**config.mk**
```make
export PLATFORM = sky130hd
export DESIGN_NAME = bsg_decode_one_hot_buffered
export DESIGN_NICKNAME = d
export VERILOG_FILES = /design/src/rtl/bsg_decode_one_hot_buffered.sv
export SDC_FILE = /design/constraint.sdc
export NUM_CORES = 1
export LEC_CHECK = 0
export ABC_AREA = 1
export BUFFER_PORTS_ARGS = -buffer_cell sky130_fd_sc_hd__buf_4
export CORE_ASPECT_RATIO = 0.6
export CORE_MARGIN = 4
export CORE_UTILIZATION = 57
export DETAILED_ROUTE_END_ITERATION = 8
export MAX_ROUTING_LAYER = met4
export PLACE_DENSITY_LB_ADDON = 0.1
export REMOVE_ABC_BUFFERS = 1
export SYNTH_ARGS = -nofsm -noshare
export SYNTH_HDL_FRONTEND = slang
export SYNTH_SLANG_ARGS = --single-unit
```
**constraint.sdc**
```tcl
create_clock -name clk_i -period 1.52 [get_ports clk_i]
set_clock_uncertainty 0.15 [all_clocks]
set_input_delay 0.076 -clock clk_i [delete_from_list [all_inputs] [get_ports clk_i]]
set_output_delay 0.076 -clock clk_i [all_outputs]
set_load 0.03 [all_outputs]
```
**src/rtl/bsg_decode_one_hot_buffered.sv**
```systemverilog
// Binary index to one-hot decoder behind a 2-entry valid/ready -> valid/yumi buffer.
// Out-of-range indices store an all-zero word with an error flag and bump a saturating counter.
module bsg_decode_one_hot_buffered #(
    parameter int width_p     = 31,
    parameter bit lo_to_hi_p  = 1'b1,
    parameter int err_cnt_w_p = 8,
    localparam int aw_lp = (width_p == 1) ? 1 : $clog2(width_p)
) (
    input  logic                   clk_i,
    input  logic                   reset_n_i,
    input  logic                   v_i,
    input  logic [aw_lp-1:0]       addr_i,
    output logic                   ready_o,
    output logic                   v_o,
    output logic [width_p-1:0]     o,
    output logic                   err_o,
    input  logic                   yumi_i,
    output logic [err_cnt_w_p-1:0] err_cnt_o
);

    typedef enum logic [1:0] {
        S_EMPTY = 2'd0,
        S_ONE   = 2'd1,
        S_FULL  = 2'd2
    } state_t;

    localparam logic [aw_lp:0] width_lp = (aw_lp + 1)'(width_p);

    state_t                   r_state;
    state_t                   w_state_nxt;
    logic                     r_ready;
    logic                     r_wptr;
    logic                     r_rptr;
    logic [width_p-1:0]       r_data [2];
    logic [1:0]               r_err;
    logic [err_cnt_w_p-1:0]   r_err_cnt;

    logic                     w_enq;
    logic                     w_deq;
    logic                     w_in_range;
    logic [width_p-1:0]       w_hot;

    assign w_enq      = v_i & r_ready;
    assign w_deq      = yumi_i & v_o;
    assign w_in_range = ({1'b0, addr_i} < width_lp);

    always_comb begin
        w_hot = '0;
        for (int i = 0; i < width_p; i++) begin
            if (w_in_range &&
                addr_i == aw_lp'(lo_to_hi_p ? i : width_p - 1 - i))
                w_hot[i] = 1'b1;
        end
    end

    always_ff @(posedge clk_i or negedge reset_n_i) begin
        if (!reset_n_i) begin
            r_state <= S_EMPTY;
            r_ready <= 1'b0;
        end else begin
            r_state <= w_state_nxt;
            r_ready <= (w_state_nxt != S_FULL);
        end
    end

    // Enqueue in FULL cannot happen: r_ready is already low there.
    always_comb begin
        w_state_nxt = r_state;
        case (r_state)
            S_EMPTY: if (w_enq) w_state_nxt = S_ONE;
            S_ONE: begin
                if (w_enq && !w_deq)
                    w_state_nxt = S_FULL;
                else if (!w_enq && w_deq)
                    w_state_nxt = S_EMPTY;
            end
            S_FULL:  if (w_deq) w_state_nxt = S_ONE;
            default: w_state_nxt = S_EMPTY;
        endcase
    end

    always_ff @(posedge clk_i or negedge reset_n_i) begin
        if (!reset_n_i) begin
            r_wptr    <= 1'b0;
            r_rptr    <= 1'b0;
            r_data[0] <= '0;
            r_data[1] <= '0;
            r_err     <= '0;
            r_err_cnt <= '0;
        end else begin
            if (w_enq) begin
                r_data[r_wptr] <= w_hot;
                r_err[r_wptr]  <= ~w_in_range;
                r_wptr         <= ~r_wptr;
                if (!w_in_range && r_err_cnt != '1)
                    r_err_cnt <= r_err_cnt + err_cnt_w_p'(1);
            end
            if (w_deq)
                r_rptr <= ~r_rptr;
        end
    end

    assign v_o       = (r_state != S_EMPTY);
    assign ready_o   = r_ready;
    assign o         = v_o ? r_data[r_rptr] : '0;
    assign err_o     = v_o & r_err[r_rptr];
    assign err_cnt_o = r_err_cnt;

    a_yumi_needs_valid: assert property (
        @(posedge clk_i) disable iff (!reset_n_i) yumi_i |-> v_o
    );

endmodule

```
==> impl_metrics.py <==
metrics = {
    "drt": {
        "drt-met1-wl_um": 4280,
        "dr_wl_met2_um": 4540,
        "drc": 0,
        "vias_per_cell": 5.49,
        "ant_nets": 0,
        "highest_layer": "met4",
        "drt_iter0_markers": 259,
        "dr.pass1.iters": 5,
        "routedWlPerCell_um": 15.6,
        "wl_met3_um": 762,
        "drt_wl_total_um": 9670,
        "via_count": 3409,
    },
    "power_and_ir_drop": {
        "power_frac_comb_pct": 40.4,
        "power.switching_mw": 2.65,
        "powerDensity_nw_per_um2": 1410,
        "netSwitchingFraction_pct": 38.5,
        "p_leak_nw": 2.14,
        "intPower_mw": 4.23,
        "ir_worst_vdd_mv": 1.77,
        "seq_power_share_pct": 35.8,
        "power_frac_clock_pct": 23.8,
    },
    "setup_path": {
        "start_kind": "flop",
        "crit_slowest_cell": "dfrtp_2",
        "path_class": "flop to output port",
        "slowest_delay_ns": 0.45,
        "crit_chain": "clkinv_4 > buf_8 > nand2_2 > a21oi_2 > buf_6",
        "cp.required_ns": 1.29,
        "worstSetupEndpointType": "output port",
        "critPathArrivalTime_ns": 1.45,
        "cp_max_fo": 8,
    },
    "status": {
        "status": "finished with violations",
        "violations": "hold timing, setup timing",
    },
    "logic_synthesis": {
        "ys_ff_latch": 77,
        "syn_avg_cell_area_um2": 7.76,
        "synth_top_area_share_pct": 52.5,
        "ys_types": 23,
        "yosysTopAreaCell": "dfrtp_1",
        "ys_seq_area_share_pct": 52.5,
        "syn_area_um2": 3670,
        "ys_top_cells_by_area": "dfrtp_1 52%, nand2_1 21%, o21ai_0 4.8%",
        "postSynthCellCount": 473,
        "yosysWarnings": 0,
    },
    "clocking": {
        "cts_sinks": 77,
        "cts_buffers": 9,
        "htree_num_levels": 3,
        "clk_path_buf_depth": 2,
        "cts_root_buf": "clkbuf_8",
        "cts_tree": "built",
        "clkTransAtPathRegs_ns": 0.08,
        "clkLatencyLatePin_ns": 0.35,
    },
    "cells_and_area": {
        "post-route-util_pct": 79.0,
        "layout.cells.non_filler": 621,
        "drive_gt1_share_pct": 28.5,
        "area_growth_syn_to_layout_pct": 32.6,
        "n_antenna_cell": 0,
        "finalInstanceArea_um2": 4870,
        "nNetsFinal": 544,
    },
    "timing": {
        "holdWs_ns": -0.0139,
        "slew_violations": 0,
        "final.period_utilization_pct": 110,
        "worst_pin_slew_ns": 0.278,
        "slew_headroom_pct": 81.4,
        "max_clock_freq_mhz": 597,
        "finalHoldViolations": 16,
        "setup_violations": 32,
        "fin_crit_ns": 1.67,
        "setup_ws_ns": -0.155,
        "tns_ns": -4.08,
        "rsz0062_at_grt": "true",
    },
    "place": {
        "placedInstanceArea_um2": 4200,
        "dp_cells": 597,
        "io_buffers": 50,
        "pre_cts_ws_ns": 0.0862,
        "gp_congestion": 0.862,
        "dp_hpwl_um": 5690,
    },
    "die": {
        "ios": 51,
        "die-area_um2": 7830,
        "rows": 22,
        "fp.dieW_um": 112,
        "start_util_pct": 59.6,
        "die_h_um": 70.2,
        "core-area_um2": 6170,
    },
    "global_route": {
        "gr-total-overflow": 0,
        "grt_max_degree": 65,
        "track_usage_pct": 25.1,
        "grt_antenna_before_repair": 0,
        "grt_pass1_wl_um": 15200,
        "grt_pass1_vias": 3111,
    },
    "run": {
        "maxCapViolCount": 0,
    },
    "min_path": {
        "hold_path.class": "input port to asynchronous set/reset pin",
    },
}
==> layout by cell type (no fill, tap or decap), drive strengths merged <==
cell type      n
buf           69
nand3          8
o21ai         66
nor2          28
dfrtp         77
nor3           1
bufinv         2
clkinv         1
inv           21
a21oi         32
dlygate4sd3    4
clkbuf        12
clkinvlp       2
xor2           2
nand2        209
ha             1
xnor2          2
==> area by class of cell <==
class	count	area, um^2
Multi-Input combinational cell	349	1720
Sequential cell	77	1930
Clock buffer	10	128
Tap cell	84	105
Inverter	22	90.1
Timing Repair Buffer	75	818
Clock inverter	4	75.1
Fill cell	396	1300
==> through the flow <==
step	hold slack (ns)	power [mW]
final	-0.0139	6.88
after detailed placement	-0.181	4.53
after CTS	0.0461	6.48
after global placement	-0.181	4.51
after floorplan	-0.370	3.56
after global routing	-0.00690	7.18
==> critical path, delay by kind of cell, from the launching register on <==
kind	cells	cell delay, ns
compound gates	1	0.17
buf+inv	3	0.42
flops	1	0.45
simple gates	1	0.06
==> cells in the mapped netlist, drive strengths merged <==
| cell | number |
|---|---|
| o21ai | 66 |
| buf | 17 |
| xor2 | 2 |
| nor3 | 1 |
| nor2 | 28 |
| nand3 | 8 |
| clkbuf | 8 |
| dfrtp | 77 |
| nand2 | 209 |
| inv | 22 |
| a21oi | 32 |
| ha | 1 |
| xnor2 | 2 |
==> worst paths after layout <==
kind                                             to  slack (ns)  depth (start not counted)                     start
max in group asynchronous    r_data[31]$_DFFE_PN0P_        0.69                          3                 reset_n_i
min reg2reg                  r_data[16]$_DFFE_PN0P_        0.34                          2    r_data[16]$_DFFE_PN0P_
max                                           o[11]       -0.15                          5        r_rptr$_DFFE_PN0P_
min in group clk_i             r_err[0]$_DFFE_PN0P_        0.05                          5                 addr_i[1]
max reg2reg                err_cnt_o[6]$_DFFE_PN0P_        0.07                          7  err_cnt_o[1]$_DFFE_PN0P_
min                          r_data[35]$_DFFE_PN0P_       -0.01                          2                 reset_n_i
==> what timing repair did <==
item	4_1_cts	5_1_grt
resized for setup	46	49
endpoints found under the hold margin	95	0
cloned	1	2
pin swaps	4	7
hold buffers	5	0
endpoints found under the setup margin	32	57
buffers inserted	1	2
==> state kept, by name, indices dropped and copies added, names as in the netlist <==
register and count:
r_data 62, err_cnt_o 8, r_state 2, r_err 2, ready_o 1, r_wptr 1
r_rptr 1
==> kinds of logic after synthesis <==
kind of cell               Yosys count  share of synthesized area, %
AOI/OAI and AO/OA                   98                          13.4
xor gates and xnor gates             4                         0.954
adders and majority gates            1                         0.341
buffers and inverters               47                          5.69
DFF                                 77                          52.5
and+or+nand+nor                    246                          27.2
==> power groups by stage <==
stage	clock, mW	combinational (mW)	sequential, mW
2_1_floorplan	0	1.00	2.56
3_3_place_gp	0	2.06	2.44
3_5_place_dp	0	2.08	2.45
4_1_cts	1.65	2.40	2.43
5_1_grt	1.73	2.96	2.48
6_report	1.64	2.78	2.46
==> layer usage <==
| layer | global-route usage (%) | vias up |
|---|---|---|
| li1 | - | 1625 |
| met1 | 35.7 | 1629 |
| met2 | 34.9 | 141 |
| met3 | 8.05 | 14 |
| met4 | 6.21 | 0 |
| met5 | - | - |
Note: power is estimated with default switching activity, not from simulation.
